$ cat src/rtl/fsab_pkg.sv
// Shared field widths, mode encodings, capacity defaults and payload types.
package fsab_pkg;

  localparam int unsigned DID_W   = 4;
  localparam int unsigned ADDR_W  = 31;
  localparam int unsigned LEN_W   = 4;
  localparam int unsigned DATA_W  = 64;
  localparam int unsigned MASK_W  = 8;

  localparam int unsigned CREDITS = 4;
  localparam int unsigned MAXLEN  = 8;

  localparam logic MODE_READ  = 1'b0;
  localparam logic MODE_WRITE = 1'b1;

  typedef struct packed {
    logic              mode;
    logic [DID_W-1:0]  did;
    logic [DID_W-1:0]  subdid;
    logic [ADDR_W-1:0] addr;
    logic [LEN_W-1:0]  len;
  } fsab_hdr_t;

  typedef struct packed {
    logic [DATA_W-1:0] data;
    logic [MASK_W-1:0] mask;
  } fsab_beat_t;

endpackage

$ cat src/rtl/fsab_sync_fifo.sv
// Single-clock FIFO with first-word-fall-through head and occupancy count.
module fsab_sync_fifo #(
  parameter  int unsigned WIDTH = 8,
  parameter  int unsigned DEPTH = 4,
  localparam int unsigned CNT_W = $clog2(DEPTH + 1)
) (
  input  logic             clk,
  input  logic             rst,
  input  logic             push_i,
  input  logic [WIDTH-1:0] data_i,
  input  logic             pop_i,
  output logic [WIDTH-1:0] data_o,
  output logic [CNT_W-1:0] count_o,
  output logic             full_o,
  output logic             empty_o
);

  localparam int unsigned PTR_W = (DEPTH > 1) ? $clog2(DEPTH) : 1;

  logic [WIDTH-1:0] mem_q [DEPTH];
  logic [PTR_W-1:0] wr_ptr_q, wr_ptr_d;
  logic [PTR_W-1:0] rd_ptr_q, rd_ptr_d;
  logic [CNT_W-1:0] count_q, count_d;
  logic             do_push, do_pop;

  assign full_o  = (count_q == CNT_W'(DEPTH));
  assign empty_o = (count_q == '0);
  assign count_o = count_q;
  assign data_o  = mem_q[rd_ptr_q];
  assign do_push = push_i && !full_o;
  assign do_pop  = pop_i && !empty_o;

  // Pointer wrap and occupancy update.
  always_comb begin
    wr_ptr_d = wr_ptr_q;
    rd_ptr_d = rd_ptr_q;
    if (do_push) wr_ptr_d = (wr_ptr_q == PTR_W'(DEPTH - 1)) ? '0 : wr_ptr_q + PTR_W'(1);
    if (do_pop)  rd_ptr_d = (rd_ptr_q == PTR_W'(DEPTH - 1)) ? '0 : rd_ptr_q + PTR_W'(1);
    count_d = count_q + CNT_W'(do_push) - CNT_W'(do_pop);
  end

  // Pointer and count registers.
  always_ff @(posedge clk or posedge rst) begin
    if (rst) begin
      wr_ptr_q <= '0;
      rd_ptr_q <= '0;
      count_q  <= '0;
    end else begin
      wr_ptr_q <= wr_ptr_d;
      rd_ptr_q <= rd_ptr_d;
      count_q  <= count_d;
    end
  end

  // Storage array; contents are meaningless once pointers are reset.
  always_ff @(posedge clk) begin
    if (do_push) mem_q[wr_ptr_q] <= data_i;
  end

endmodule

$ cat src/rtl/fsab_arbiter_fifo.sv
// Per-client request FIFO: assembles reads/writes, holds them until the
// arbiter grants the bus, then replays header and data beats in order.
module fsab_arbiter_fifo
  import fsab_pkg::*;
#(
  parameter int unsigned MYINDEX = 0,
  parameter int unsigned CREDITS = fsab_pkg::CREDITS,
  parameter int unsigned MAXLEN  = fsab_pkg::MAXLEN
) (
  input  logic              clk,
  input  logic              rst,
  input  logic              inp_valid,
  input  logic              inp_mode,
  input  logic [DID_W-1:0]  inp_did,
  input  logic [DID_W-1:0]  inp_subdid,
  input  logic [ADDR_W-1:0] inp_addr,
  input  logic [LEN_W-1:0]  inp_len,
  input  logic [DATA_W-1:0] inp_data,
  input  logic [MASK_W-1:0] inp_mask,
  output logic              inp_credit,
  output logic              out_valid,
  output logic              out_mode,
  output logic [DID_W-1:0]  out_did,
  output logic [DID_W-1:0]  out_subdid,
  output logic [ADDR_W-1:0] out_addr,
  output logic [LEN_W-1:0]  out_len,
  output logic [DATA_W-1:0] out_data,
  output logic [MASK_W-1:0] out_mask,
  output logic              empty_b,
  output logic              active,
  input  logic              start
);

  localparam int unsigned HDR_DEPTH = CREDITS;
  localparam int unsigned BT_DEPTH  = CREDITS * MAXLEN;
  localparam int unsigned HCNT_W    = $clog2(HDR_DEPTH + 1);
  localparam int unsigned BCNT_W    = $clog2(BT_DEPTH + 1);

  localparam logic [0:0] ST_IDLE  = 1'b0;
  localparam logic [0:0] ST_ISSUE = 1'b1;

  logic [0:0]  state_q, state_d;
  logic        active_q, active_d;
  logic        out_valid_q, out_valid_d;
  logic        credit_q, credit_d;
  logic        empty_b_q, empty_b_d;
  fsab_hdr_t   out_hdr_q, out_hdr_d;
  fsab_beat_t  out_beat_q, out_beat_d;
  logic [LEN_W-1:0] beat_cnt_q, beat_cnt_d;

  logic        wr_busy_q, wr_busy_d;
  logic [LEN_W-1:0] wr_cnt_q, wr_cnt_d;
  fsab_hdr_t   wr_hdr_q, wr_hdr_d;

  fsab_hdr_t   inp_hdr, hdr_push_data, hdr_head;
  fsab_beat_t  beat_in, beat_head;
  logic        hdr_push, hdr_pop, hdr_full, hdr_empty;
  logic        beat_push, beat_pop, beat_full, beat_empty;
  logic [HCNT_W-1:0] hdr_count;
  logic [BCNT_W-1:0] beat_count;
  logic        hdr_push_ok;
  logic        grant_ok;

  assign inp_hdr = '{mode: inp_mode, did: inp_did, subdid: inp_subdid,
                     addr: inp_addr, len: inp_len};
  assign beat_in = '{data: inp_data, mask: inp_mask};

  fsab_sync_fifo #(.WIDTH($bits(fsab_hdr_t)), .DEPTH(HDR_DEPTH)) u_hdr_fifo (
    .clk     (clk),
    .rst     (rst),
    .push_i  (hdr_push),
    .data_i  (hdr_push_data),
    .pop_i   (hdr_pop),
    .data_o  (hdr_head),
    .count_o (hdr_count),
    .full_o  (hdr_full),
    .empty_o (hdr_empty)
  );

  fsab_sync_fifo #(.WIDTH($bits(fsab_beat_t)), .DEPTH(BT_DEPTH)) u_beat_fifo (
    .clk     (clk),
    .rst     (rst),
    .push_i  (beat_push),
    .data_i  (beat_in),
    .pop_i   (beat_pop),
    .data_o  (beat_head),
    .count_o (beat_count),
    .full_o  (beat_full),
    .empty_o (beat_empty)
  );

  assign hdr_push_ok = hdr_push && !hdr_full;
  assign grant_ok    = (state_q == ST_IDLE) && start && empty_b_q && !active_q;

  // Input assembly: headers are staged until the last write beat arrives.
  always_comb begin
    wr_busy_d     = wr_busy_q;
    wr_cnt_d      = wr_cnt_q;
    wr_hdr_d      = wr_hdr_q;
    hdr_push      = 1'b0;
    hdr_push_data = wr_hdr_q;
    beat_push     = 1'b0;
    if (inp_valid) begin
      if (!wr_busy_q) begin
        if (inp_mode == MODE_READ) begin
          hdr_push      = 1'b1;
          hdr_push_data = inp_hdr;
        end else begin
          beat_push = 1'b1;
          if (inp_len <= LEN_W'(1)) begin
            hdr_push      = 1'b1;
            hdr_push_data = inp_hdr;
          end else begin
            wr_busy_d = 1'b1;
            wr_cnt_d  = LEN_W'(1);
            wr_hdr_d  = inp_hdr;
          end
        end
      end else begin
        beat_push = 1'b1;
        wr_cnt_d  = wr_cnt_q + LEN_W'(1);
        if ((wr_cnt_q + LEN_W'(1)) == wr_hdr_q.len) begin
          hdr_push  = 1'b1;
          wr_busy_d = 1'b0;
        end
      end
    end
  end

  // Issue FSM: latch the oldest header on grant, stream beats, return credit.
  always_comb begin
    state_d     = state_q;
    active_d    = active_q;
    out_valid_d = out_valid_q;
    out_hdr_d   = out_hdr_q;
    out_beat_d  = out_beat_q;
    beat_cnt_d  = beat_cnt_q;
    credit_d    = 1'b0;
    hdr_pop     = 1'b0;
    beat_pop    = 1'b0;
    case (state_q)
      ST_IDLE: begin
        if (grant_ok) begin
          state_d     = ST_ISSUE;
          active_d    = 1'b1;
          out_valid_d = 1'b1;
          out_hdr_d   = hdr_head;
          hdr_pop     = 1'b1;
          beat_cnt_d  = LEN_W'(1);
          if (hdr_head.mode == MODE_WRITE) begin
            out_beat_d = beat_head;
            beat_pop   = 1'b1;
          end
        end
      end
      ST_ISSUE: begin
        if (out_hdr_q.mode == MODE_READ || beat_cnt_q >= out_hdr_q.len) begin
          state_d     = ST_IDLE;
          active_d    = 1'b0;
          out_valid_d = 1'b0;
          credit_d    = 1'b1;
        end else begin
          out_beat_d = beat_head;
          beat_pop   = 1'b1;
          beat_cnt_d = beat_cnt_q + LEN_W'(1);
        end
      end
      default: state_d = ST_IDLE;
    endcase
    empty_b_d = (hdr_count + HCNT_W'(hdr_push_ok) - HCNT_W'(hdr_pop)) != '0;
  end

  // Control and output registers.
  always_ff @(posedge clk or posedge rst) begin
    if (rst) begin
      state_q     <= ST_IDLE;
      active_q    <= 1'b0;
      out_valid_q <= 1'b0;
      credit_q    <= 1'b0;
      empty_b_q   <= 1'b0;
      out_hdr_q   <= '0;
      out_beat_q  <= '0;
      beat_cnt_q  <= '0;
      wr_busy_q   <= 1'b0;
      wr_cnt_q    <= '0;
      wr_hdr_q    <= '0;
    end else begin
      state_q     <= state_d;
      active_q    <= active_d;
      out_valid_q <= out_valid_d;
      credit_q    <= credit_d;
      empty_b_q   <= empty_b_d;
      out_hdr_q   <= out_hdr_d;
      out_beat_q  <= out_beat_d;
      beat_cnt_q  <= beat_cnt_d;
      wr_busy_q   <= wr_busy_d;
      wr_cnt_q    <= wr_cnt_d;
      wr_hdr_q    <= wr_hdr_d;
    end
  end

  // Simulation-only protocol checks: overflow and storage integrity.
  always_ff @(posedge clk) begin
    if (!rst) begin
      assert (!(hdr_push && hdr_full))
        else $error("fsab_arbiter_fifo[%0d]: transaction overflow, dropped", MYINDEX);
      assert (!(beat_push && beat_full))
        else $error("fsab_arbiter_fifo[%0d]: data beat overflow, dropped", MYINDEX);
      assert (!(hdr_pop && hdr_empty))
        else $error("fsab_arbiter_fifo[%0d]: header pop while empty", MYINDEX);
      assert (!(beat_pop && beat_empty))
        else $error("fsab_arbiter_fifo[%0d]: beat pop while empty", MYINDEX);
      assert (!(grant_ok && hdr_head.mode == MODE_WRITE &&
                beat_count < BCNT_W'(hdr_head.len)))
        else $error("fsab_arbiter_fifo[%0d]: write granted without its beats", MYINDEX);
    end
  end

  assign inp_credit = credit_q;
  assign out_valid  = out_valid_q;
  assign out_mode   = out_hdr_q.mode;
  assign out_did    = out_hdr_q.did;
  assign out_subdid = out_hdr_q.subdid;
  assign out_addr   = out_hdr_q.addr;
  assign out_len    = out_hdr_q.len;
  assign out_data   = out_beat_q.data;
  assign out_mask   = out_beat_q.mask;
  assign empty_b    = empty_b_q;
  assign active     = active_q;

endmodule

$ cat config.mk
export PLATFORM = sky130hd
export DESIGN_NAME = fsab_arbiter_fifo
export DESIGN_NICKNAME = d
export VERILOG_FILES = /design/src/rtl/fsab_pkg.sv /design/src/rtl/fsab_sync_fifo.sv /design/src/rtl/fsab_arbiter_fifo.sv
export SDC_FILE = /design/constraint.sdc
export NUM_CORES = 2
export LEC_CHECK = 0
export BUFFER_PORTS_ARGS = -buffer_cell sky130_fd_sc_hd__buf_4
export CORE_ASPECT_RATIO = 2
export CORE_MARGIN = 8
export CORE_UTILIZATION = 35
export DETAILED_ROUTE_END_ITERATION = 8
export MAX_ROUTING_LAYER = met4
export PLACE_DENSITY = 0.61
export SLEW_MARGIN = 20
export SYNTH_ARGS = -nofsm -noshare
export SYNTH_HDL_FRONTEND = slang
export SYNTH_SLANG_ARGS = --single-unit
$ cat constraint.sdc
create_clock -name clk -period 11.6 [get_ports clk]
set_input_delay 1.16 -clock clk [delete_from_list [all_inputs] [get_ports clk]]
set_output_delay 1.16 -clock clk [all_outputs]
set_load 0.02 [all_outputs]
==> flow_metrics.tcl <==
set metrics [dict create \
    rr_worst_depth 8 \
    drt_iter0_markers 5292 \
    seq_area_frac_synth_pct 77.58 \
    met3_length_um 20050 \
    cts_buffers 240 \
    netlist_instances 4811 \
    die_h_um 780.6 \
    vias 50410 \
    ys_warn_count 0 \
    htreeDepth 4 \
    dp_hpwl_um 140600 \
    swShare_pct 29.84 \
    drcViolationCount 0 \
    r2r-end "out_data[15]" \
    antenna_found_initial 18 \
    coreArea_mm2 0.2918 \
    arrival_ps 5520 \
    drt_first_pass_iters 5 \
    syn_to_final_growth_pct 13.84 \
    synthMostInstantiatedCell "edfxtp_1" \
    initial_core_util_pct 35.06 \
    crit_path_end_kind "flop" \
    synth_edf_count 2480 \
    worst_pin_slew_ps 1129 \
    io_pins 240 \
    cts_root_buffer "clkbuf_16" \
    cp_max_fo 44 \
    finalMaxSlewViolations 0 \
    gp_congestion 0.7854 \
    slew_headroom_pct 24.56 \
    dr.max_layer_used "met4" \
    regArea_mm2 0.07940 \
    die_w_um 398.3 \
    hold_path_class "in2async" \
    regToRegSetupSlack_ps 6830 \
    synth-main-ff-cell "edfxtp_1" \
    tns_ps 0 \
    syn_avg_cell_area_um2 21.27 \
    cts_buffer_depth 4 \
    final.period_utilization_pct 41.13 \
    cts_tree "yes" \
    synth_area_leader_cell "edfxtp_1" \
    die_area_mm2 0.3109 \
    setup_viol 0 \
    rsz0062_at_grt "false" \
    hold_violations 0 \
    power_switching_uw 8102 \
    p_clk_share_pct 29.2 \
    crit_type "reg2reg" \
    drive_gt1_share_pct 26.77 \
    grt_max_degree 141 \
    clk_latency_ps 910 \
    critPathRequiredTime_ps 12350 \
    synth_area_mm2 0.1023 \
    grt_pass1_wl_um 370300 \
    syn_nets 4964 \
    wl_met2_um 126300 \
    timing.fmax_mhz 209.6 \
    nets 5269 \
    p_leak_uw 0.03760 \
    track_usage_pct 16.50 \
    avgRoutedWirePerCell_um 28.20 \
    status "finished, final reports clean" \
    path_clk_slew_ps 70 \
    grt_overflow 0 \
    synth_area_leaders "edfxtp_1 (73%), mux4_2 (12%), dfrtp_1 (4.8%)" \
    met1Wirelength_um 105600 \
    clkSinkCount 2676 \
    post-route-min-period_ps 4771 \
    async_flop_share_pct 7.324 \
    stdcell_area_mm2 0.1165 \
    synth_commonest_cells "edfxtp_1 (2,480), mux4_2 (553), nand2_1 (289), dfrtp_1 (196), mux2i_1 (134)" \
    p_per_area_mw_per_mm2 233.1 \
    ir_drop_v 0.0002992 \
    multi_input_area_mm2 0.02169 \
    r2r-start "u_beat_fifo.rd_ptr_q[2]" \
    ys_ff_latch 2676 \
    wl_um 258000 \
    drv_cap 0 \
    skew_ps 153.7 \
    cts_setup_buffers 0 \
    viasPerCell 5.511 \
    combPwrFrac_pct 26.2 \
    critical_path.startpoint_type "flop" \
    cts_resized 0 \
    place_area_mm2 0.1086 \
    sequentialPowerShare_pct 44.5 \
    io_buffers 239 \
    cts_hold_buf 0 \
    p_int_uw 19050 \
    ant_nets 0 \
    yosysUniqueCellTypes 58 \
    synth_top_cell_area_share_pct 72.79 \
    fp-row-count 281 \
    nFillCells 25560 \
    grt_pass1_vias 51710 \
]
==> layout make-up <==
class | count | area share [%]
inverters | 34 | 0.1171
well taps | 3820 | 4.103
diodes | 11 | 0.02363
repair buffers | 342 | 2.290
flip-flops and latches | 2676 | 68.17
multi-input cells | 1822 | 18.62
clock inverters | 126 | 1.087
clock buffers | 316 | 5.592
==> flip-flops by register name (all words and copies together), names as in the netlist, 5 cells and up <==
register	count
u_beat_fifo.mem_q	2304
u_hdr_fifo.mem_q	176
out_data	64
wr_hdr_q	44
out_addr	31
out_mask	8
u_beat_fifo.count_o	6
u_beat_fifo.rd_ptr_q	5
u_beat_fifo.wr_ptr_q	5
==> kinds of logic after synthesis <==
family,synth area share [%]
flops,77.58
mux,14.72
simple gates,2.303
compound gates,3.340
buf+inv,1.515
fa+ha+maj,0.4109
xor+xnor,0.1345
==> worst max-delay path by stage <==
stage                     slack [ps]  cells after the start                      to                     from
after global routing            6710                      8            out_data[18]  u_beat_fifo.rd_ptr_q[2]
after floorplan                 5100                      1           beat_cnt_q[0]                      rst
after detailed placement        6390                     16  u_beat_fifo.count_o[4]                    start
after global placement          6230                     16  u_beat_fifo.count_o[4]                    start
final                           6830                      8            out_data[15]  u_beat_fifo.rd_ptr_q[2]
after CTS                       6870                      8            out_data[18]  u_beat_fifo.rd_ptr_q[2]
==> placed cells by master, fill, tap and decap left out, types with 37 or more instances in the layout <==
master,synthesis,routed
a22o_1,97,97
nand3_1,88,88
clkbuf_16,0,242
clkbuf_1,124,56
a221oi_1,39,39
dfrtp_1,196,189
buf_4,26,334
o31ai_1,48,48
edfxtp_1,2480,2480
mux2_2,112,112
mux2i_1,134,134
clkinv_1,0,37
mux4_2,553,553
nor3_1,49,49
a22oi_1,56,56
clkinv_2,1,43
nand2_1,289,289
a21oi_1,45,45
==> power by group through the flow <==
| stage | combinational (µW) | sequential, µW | clock, µW |
|---|---|---|---|
| after floorplan | 4780 | 12300 | 0 |
| after global placement | 7130 | 12200 | 0 |
| after detailed placement | 7220 | 12300 | 0 |
| after CTS | 7240 | 12100 | 8080 |
| after global routing | 7600 | 12200 | 8420 |
| final | 7130 | 12100 | 7940 |
==> routing by layer <==
metal	global-route usage, %	vias up
li1	-	20600
met1	22.25	27210
met2	26.64	2244
met3	2.540	356
met4	3.702	0
met5	-	-
==> critical path, stage by stage (launching register included) <==
cell and delay [ps]:
dfrtp_4 890, buf_4 730, buf_4 660, nor2_4 340, buf_4 440, buf_4 340, a22o_1 250, nor3_1 580
o31ai_1 150
==> through the flow <==
| step | setup WS (ps) | std cells | power (µW) | hold WS (ps) | utilization (%) |
|---|---|---|---|---|---|
| 3_5_place_dp | 6393 | 8693 | 19500 | 464.4 | 37.23 |
| 6_report | 6829 | 9147 | 27150 | 449.7 | 39.91 |
| 2_1_floorplan | 5099 | 4811 | 17030 | 440.3 | - |
| 5_1_grt | 6714 | 9147 | 28170 | 457.1 | 39.91 |
| 3_3_place_gp | 6227 | 8693 | 19350 | 457.7 | 37.23 |
| 4_1_cts | 6871 | 9135 | 27410 | 434.6 | 39.90 |
Note: power is estimated with default switching activity, not from simulation.
